`src/rtl/qpsk_clk_gen.sv`:
```
// Bit clock and QPSK symbol clock generator with a programmable half-period and
// one-cycle tick strobes, so that downstream logic can stay on the system clock.
module qpsk_clk_gen #(
  parameter int CNT_W        = 8,
  parameter int DEFAULT_HALF = 127,
  parameter int SYM_DIV      = 2,
  parameter int IDX_W        = (SYM_DIV > 2) ? $clog2(SYM_DIV) : 1
) (
  input  logic             i_clk,
  input  logic             i_reset,
  input  logic             i_en,
  input  logic             i_restart,
  input  logic             i_load,
  input  logic [CNT_W-1:0] i_half_in,
  output logic             o_clk_bit,
  output logic             o_bit_tick,
  output logic             o_clk_sym,
  output logic             o_sym_tick,
  output logic [IDX_W-1:0] o_bit_idx
);

  localparam logic [IDX_W-1:0] IDX_LAST = IDX_W'(SYM_DIV - 1);
  localparam logic [IDX_W-1:0] IDX_HALF = IDX_W'(SYM_DIV / 2);
  localparam logic [CNT_W-1:0] HP_RST   = CNT_W'(DEFAULT_HALF);

  logic [CNT_W-1:0] r_count;
  logic [CNT_W-1:0] r_hp;
  logic [CNT_W-1:0] r_pend;
  logic             r_pend_valid;
  logic             r_clk_bit;
  logic             r_clk_sym;
  logic             r_bit_tick;
  logic             r_sym_tick;
  logic [IDX_W-1:0] r_bit_idx;

  logic             w_wrap;
  logic [IDX_W-1:0] w_idx_next;

  assign w_wrap     = (r_count == r_hp);
  assign w_idx_next = (r_bit_idx == IDX_LAST) ? '0 : r_bit_idx + 1'b1;

  always_ff @(posedge i_clk or posedge i_reset) begin
    if (i_reset) begin
      r_count      <= '0;
      r_hp         <= HP_RST;
      r_pend       <= '0;
      r_pend_valid <= 1'b0;
      r_clk_bit    <= 1'b0;
      r_clk_sym    <= 1'b0;
      r_bit_tick   <= 1'b0;
      r_sym_tick   <= 1'b0;
      r_bit_idx    <= IDX_LAST;
    end else begin
      r_bit_tick <= 1'b0;
      r_sym_tick <= 1'b0;
      if (i_restart) begin
        r_count   <= '0;
        r_clk_bit <= 1'b0;
        r_clk_sym <= 1'b0;
        r_bit_idx <= IDX_LAST;
        if (i_load) begin
          r_hp         <= i_half_in;
          r_pend_valid <= 1'b0;
        end else if (r_pend_valid) begin
          r_hp         <= r_pend;
          r_pend_valid <= 1'b0;
        end
      end else begin
        if (i_load) begin
          r_pend       <= i_half_in;
          r_pend_valid <= 1'b1;
        end
        if (i_en) begin
          if (w_wrap) begin
            r_count   <= '0;
            r_clk_bit <= ~r_clk_bit;
            if (!r_clk_bit) begin
              r_bit_tick <= 1'b1;
              r_sym_tick <= (w_idx_next == '0);
              r_bit_idx  <= w_idx_next;
              r_clk_sym  <= (w_idx_next < IDX_HALF);
            end
            // Ratio changes only here (count is 0), so no half-period is ever truncated.
            if (i_load) begin
              r_hp         <= i_half_in;
              r_pend_valid <= 1'b0;
            end else if (r_pend_valid) begin
              r_hp         <= r_pend;
              r_pend_valid <= 1'b0;
            end
          end else begin
            r_count <= r_count + 1'b1;
          end
        end
      end
    end
  end

  assign o_clk_bit  = r_clk_bit;
  assign o_bit_tick = r_bit_tick;
  assign o_clk_sym  = r_clk_sym;
  assign o_sym_tick = r_sym_tick;
  assign o_bit_idx  = r_bit_idx;

endmodule

```
`config.mk`:
```
export PLATFORM = sky130hd
export DESIGN_NAME = qpsk_clk_gen
export DESIGN_NICKNAME = d
export VERILOG_FILES = /design/src/rtl/qpsk_clk_gen.sv
export SDC_FILE = /design/constraint.sdc
export NUM_CORES = 1
export LEC_CHECK = 0
export CAP_MARGIN = 20
export CORE_MARGIN = 2
export CORE_UTILIZATION = 58
export CTS_CLUSTER_DIAMETER = 120
export CTS_CLUSTER_SIZE = 16
export DETAILED_ROUTE_END_ITERATION = 10
export GPL_TIMING_DRIVEN = 0
export PLACE_DENSITY_LB_ADDON = 0.1
export SLEW_MARGIN = 20
export SYNTH_ARGS = -nofsm -noshare
export SYNTH_HDL_FRONTEND = slang
export SYNTH_SLANG_ARGS = --single-unit
```
`constraint.sdc`:
```
create_clock -name i_clk -period 4.92 [get_ports i_clk]
set_input_delay 0.984 -clock i_clk [delete_from_list [all_inputs] [get_ports i_clk]]
set_output_delay 0.984 -clock i_clk [all_outputs]
set_load 0.01 [all_outputs]
```
==> summary.md <==
| Metric | Value |
|---|---|
| Outcome | `finished clean` |
| Core area | `about 0.0023 mm^2` |
| Comb power frac | `0.141` |
| Mapped Area | `0.00142 mm^2` |
| Post-synth top area share | `0.387` |
| Pre-antenna DRT Iters | `4` |
| Total track usage | `0.217` |
| Type of the worst setup path | `in -> reg` |
| CP peak stage delay | `approximately 0.56 ns` |
| DIE HEIGHT | `53.5 um` |
| Mapped Nets | `around 140` |
| Crit path DAT | `between 2 and 3 ns` |
| CTS tree | `built` |
| First-pass GRT wire length | `approximately 4.3 mm` |
| Worst Tran Pin Value | `about 0.64 ns` |
| Final Routed Wirelength | `around 2.6 mm` |
| Fin Clk Skew | `0.00804 ns` |
| Die area | `roughly 0.0029 mm^2` |
| Clock group share of total power | `0.298` |
| Worst Setup EP | `r_pend[4]` |
| Clk root buf | `clkbuf_4` |
| Reg2reg start | `r_hp[5]` |
| Switching Share | `0.262` |
| H-tree Lvls | `2` |
| Crit-path cells | `clkdlybuf4s50_1, clkbuf_1, nor2_1, mux2_2` |
| Psw | `~140 uW` |
| Die width | `approximately 54 um` |
| Flop2flop setup slack | `slightly below 3 ns` |
| Final nets | `160` |
| Skew-Pair Late Insertion Delay | `0.33 ns` |
| Post-Syn Area per Cell | `11.6 um^2` |
| Max clock buf depth | `2` |
| Leading post-synthesis cells by cell area | `dfrtp_1 39%, dfstp_2 15%, mux2_2 7.1%, xor2_1 6.8%, a2bb2oi_1 3.7%` |
| Dpl ws | `~2.2 ns` |
| Worst r2r dst | `o_clk_sym` |
| Ratio of final minimum period to clock period | `0.495` |
| Synth Warn # | `0` |
| #FFs+latches synth | `30` |
| Critical path required time | `5.14 ns` |
| Vias in the first global route | `970` |
| Fillers | `between 150 and 200` |
| Fin util | `0.739` |
| Internal Power | `between 300 and 400 uW` |
| Dpl cell area | `around 0.0016 mm^2` |
| Syn-to-layout area delta | `18.2%` |
| Final HPWL DP | `approximately 1.9 mm` |
| Min-delay src | `r_pend[3]` |
| Path length in cells of the critical path | `4` |
| Hold_buf cts | `0` |
| Avg WL per Cell | `14.9 um` |
| Port bufs | `16` |
| Min Tclk post-route | `about 2.4 ns` |
| Post-synth cell types | `32` |
| Worst reg2reg path depth | `5` |
| Number of diodes | `0` |
| Share of layout cells above drive strength 1 | `0.218` |
| ANT nets after route | `0` |
| CP delay by family, top | `buffers and inverters` |
| DRC Markers | `0` |
| Flop pwr share | `0.561` |
| Grt total ovfl | `0` |
| Sink Count | `30` |
| Bufs and invs on worst path | `2` |
| TritonCTS buffer count | `5` |
| Initial antenna violation count | `0` |
| GP Congestion | `between 0.8 and 0.9` |
| Post-CTS Setup Inserts | `0` |
| DR vias/cell | `5.71` |
| Max FO, Critical Path | `10` |
| Setup TNS | `0 ns` |
| Pwr Total | `around 520 uW` |
| Starting density of the core | `0.625` |
| Biggest area consumer among synthesized cells | `dfrtp_1` |
| Seq/Total Area, Yosys | `0.535` |
| Final Hold Fails | `0` |
| Slew Limit Headroom | `0.571` |
| Max Cap Viol | `0` |
| Critical path origin | `i_restart` |
| Setup-failing EPs final | `0` |
| Max Slew Vio Count | `0` |
| I/O pin cnt | `18` |
| Final worst setup slack | `between 2 and 2.5 ns` |
| CP max-delay cell | `nor2_1` |
| Unrepaired setup endpoints after global routing | `no` |
| Largest net degree at the start of global routing | `31` |
| CP endpoint kind | `flop` |
| Via count | `1000` |
| # rows | `17` |
| Worst Setup Start Kind | `input pin` |
| PwrDens | `~310 mW/mm^2` |
| Fmax | `between 400 and 500 MHz` |
| Worst VDD drop | `around 0.25 mV` |
| Final design area excluding fillers | `between 0.0015 and 0.002 mm^2` |
| Initial drt markers | `10` |
| Synth Instances | `123` |
| Post_cts resized | `0` |
| Pleak | `approximately 0.00070 uW` |
| Min-delay worst type | `reg -> reg` |
| Clock slew at reported path FFs | `roughly 0.1 ns` |
-- flip-flops by register name, indices dropped and copies added, names as in the netlist --
register	count
o_bit_idx	1
r_pend_valid	1
o_clk_sym	1
o_sym_tick	1
r_pend	8
o_bit_tick	1
r_hp	8
r_count	8
o_clk_bit	1
-- cells in the final DEF, fill, tap and decap left out, drive strengths merged, types with 2 or more instances in the layout --
cell type and n:
clkdlybuf4s50 16, inv 4, dfstp 8, or3 4, o2111ai 2, nor2 13
nand2 7, xnor2 4, o21ai 4, o22ai 3, nor4 2, a2bb2oi 6
xor2 11, dfrtp 22, mux2i 2, nor2b 2, a21oi 2, mux2 9
clkbuf 9, nand3 2
-- worst min path at each step --
| stage | end | cells after the start |
|---|---|---|
| after floorplan | r_pend[3] | 1 |
| after global placement | r_pend[2] | 1 |
| after detailed placement | r_pend[3] | 1 |
| after CTS | r_pend[3] | 1 |
| after global routing | r_pend[3] | 1 |
| final | r_pend[3] | 1 |
-- stage by stage --
| step | hold slack (ns) | cells |
|---|---|---|
| 4_1_cts | 0.509 | 175 |
| 6_report | 0.511 | 175 |
| 3_3_place_gp | 0.483 | 167 |
| 2_1_floorplan | 0.472 | 123 |
| 3_5_place_dp | 0.487 | 167 |
| 5_1_grt | 0.524 | 175 |
-- layer usage --
layer | GRT usage | vias to the layer above | routed length [um]
met5 | 0 | - | 0
met4 | 0.115 | 0 | 40
met3 | 0.0593 | 5 | 123
met2 | 0.340 | 24 | 1280
met1 | 0.274 | 485 | 1160
li1 | - | 486 | -
-- power by group through the flow --
stage          combinational, uW  clock (uW)  sequential [uW]
2_1_floorplan               54.7           0              291
3_3_place_gp                70.5           0              295
3_5_place_dp                73.5           0              296
4_1_cts                     74.3         158              292
5_1_grt                     81.2         169              294
6_report                    73.5         155              292
-- Yosys cell counts, drive strengths merged --
| cell type | n |
|---|---|
| a21boi | 1 |
| a21oi | 2 |
| a22oi | 1 |
| a2bb2oi | 6 |
| a31o | 1 |
| and2 | 1 |
| and3 | 1 |
| buf | 1 |
| clkbuf | 3 |
| dfrtp | 22 |
| dfstp | 8 |
| ha | 1 |
| inv | 4 |
| mux2 | 9 |
| mux2i | 2 |
| nand2 | 7 |
| nand3 | 2 |
| nand3b | 1 |
| nor2 | 13 |
| nor2b | 2 |
| nor3 | 1 |
| nor4 | 2 |
| o2111ai | 2 |
| o21ai | 4 |
| o221a | 1 |
| o22a | 1 |
| o22ai | 3 |
| o2bb2a | 1 |
| o31a | 1 |
| or3 | 4 |
| xnor2 | 4 |
| xor2 | 11 |
-- worst register-to-register path, cell delays in order (launching register included) --
cell	delay [ns]
dfstp_2	0.56
xor2_1	0.08
nor4_2	0.39
nand3_1	0.23
nor2_1	0.22
mux2_2	0.36
-- logic make-up after synthesis --
group | count (synthesis) | share of synthesized area
and+or+nand+nor | 34 | 0.121
DFF | 30 | 0.535
AOI/OAI and AO/OA | 24 | 0.135
xor gates and xnor gates | 15 | 0.0923
muxes | 11 | 0.0853
buffers and inverters | 8 | 0.0220
adders and majority gates | 1 | 0.00879
-- final cells by class --
type                       count  area (um^2)  share of cell area
buffer                         4         16.3             0.00967
clock buffer                   6         51.3              0.0305
clock inverter                 2         12.5             0.00744
inverter                       4         15.0             0.00893
multi-input combinational     85          631               0.375
sequential                    30          761               0.452
tap                           28         35.0              0.0208
timing repair buffer          16          160              0.0952
No activity file was read; power rests on OpenSTA's default activity.
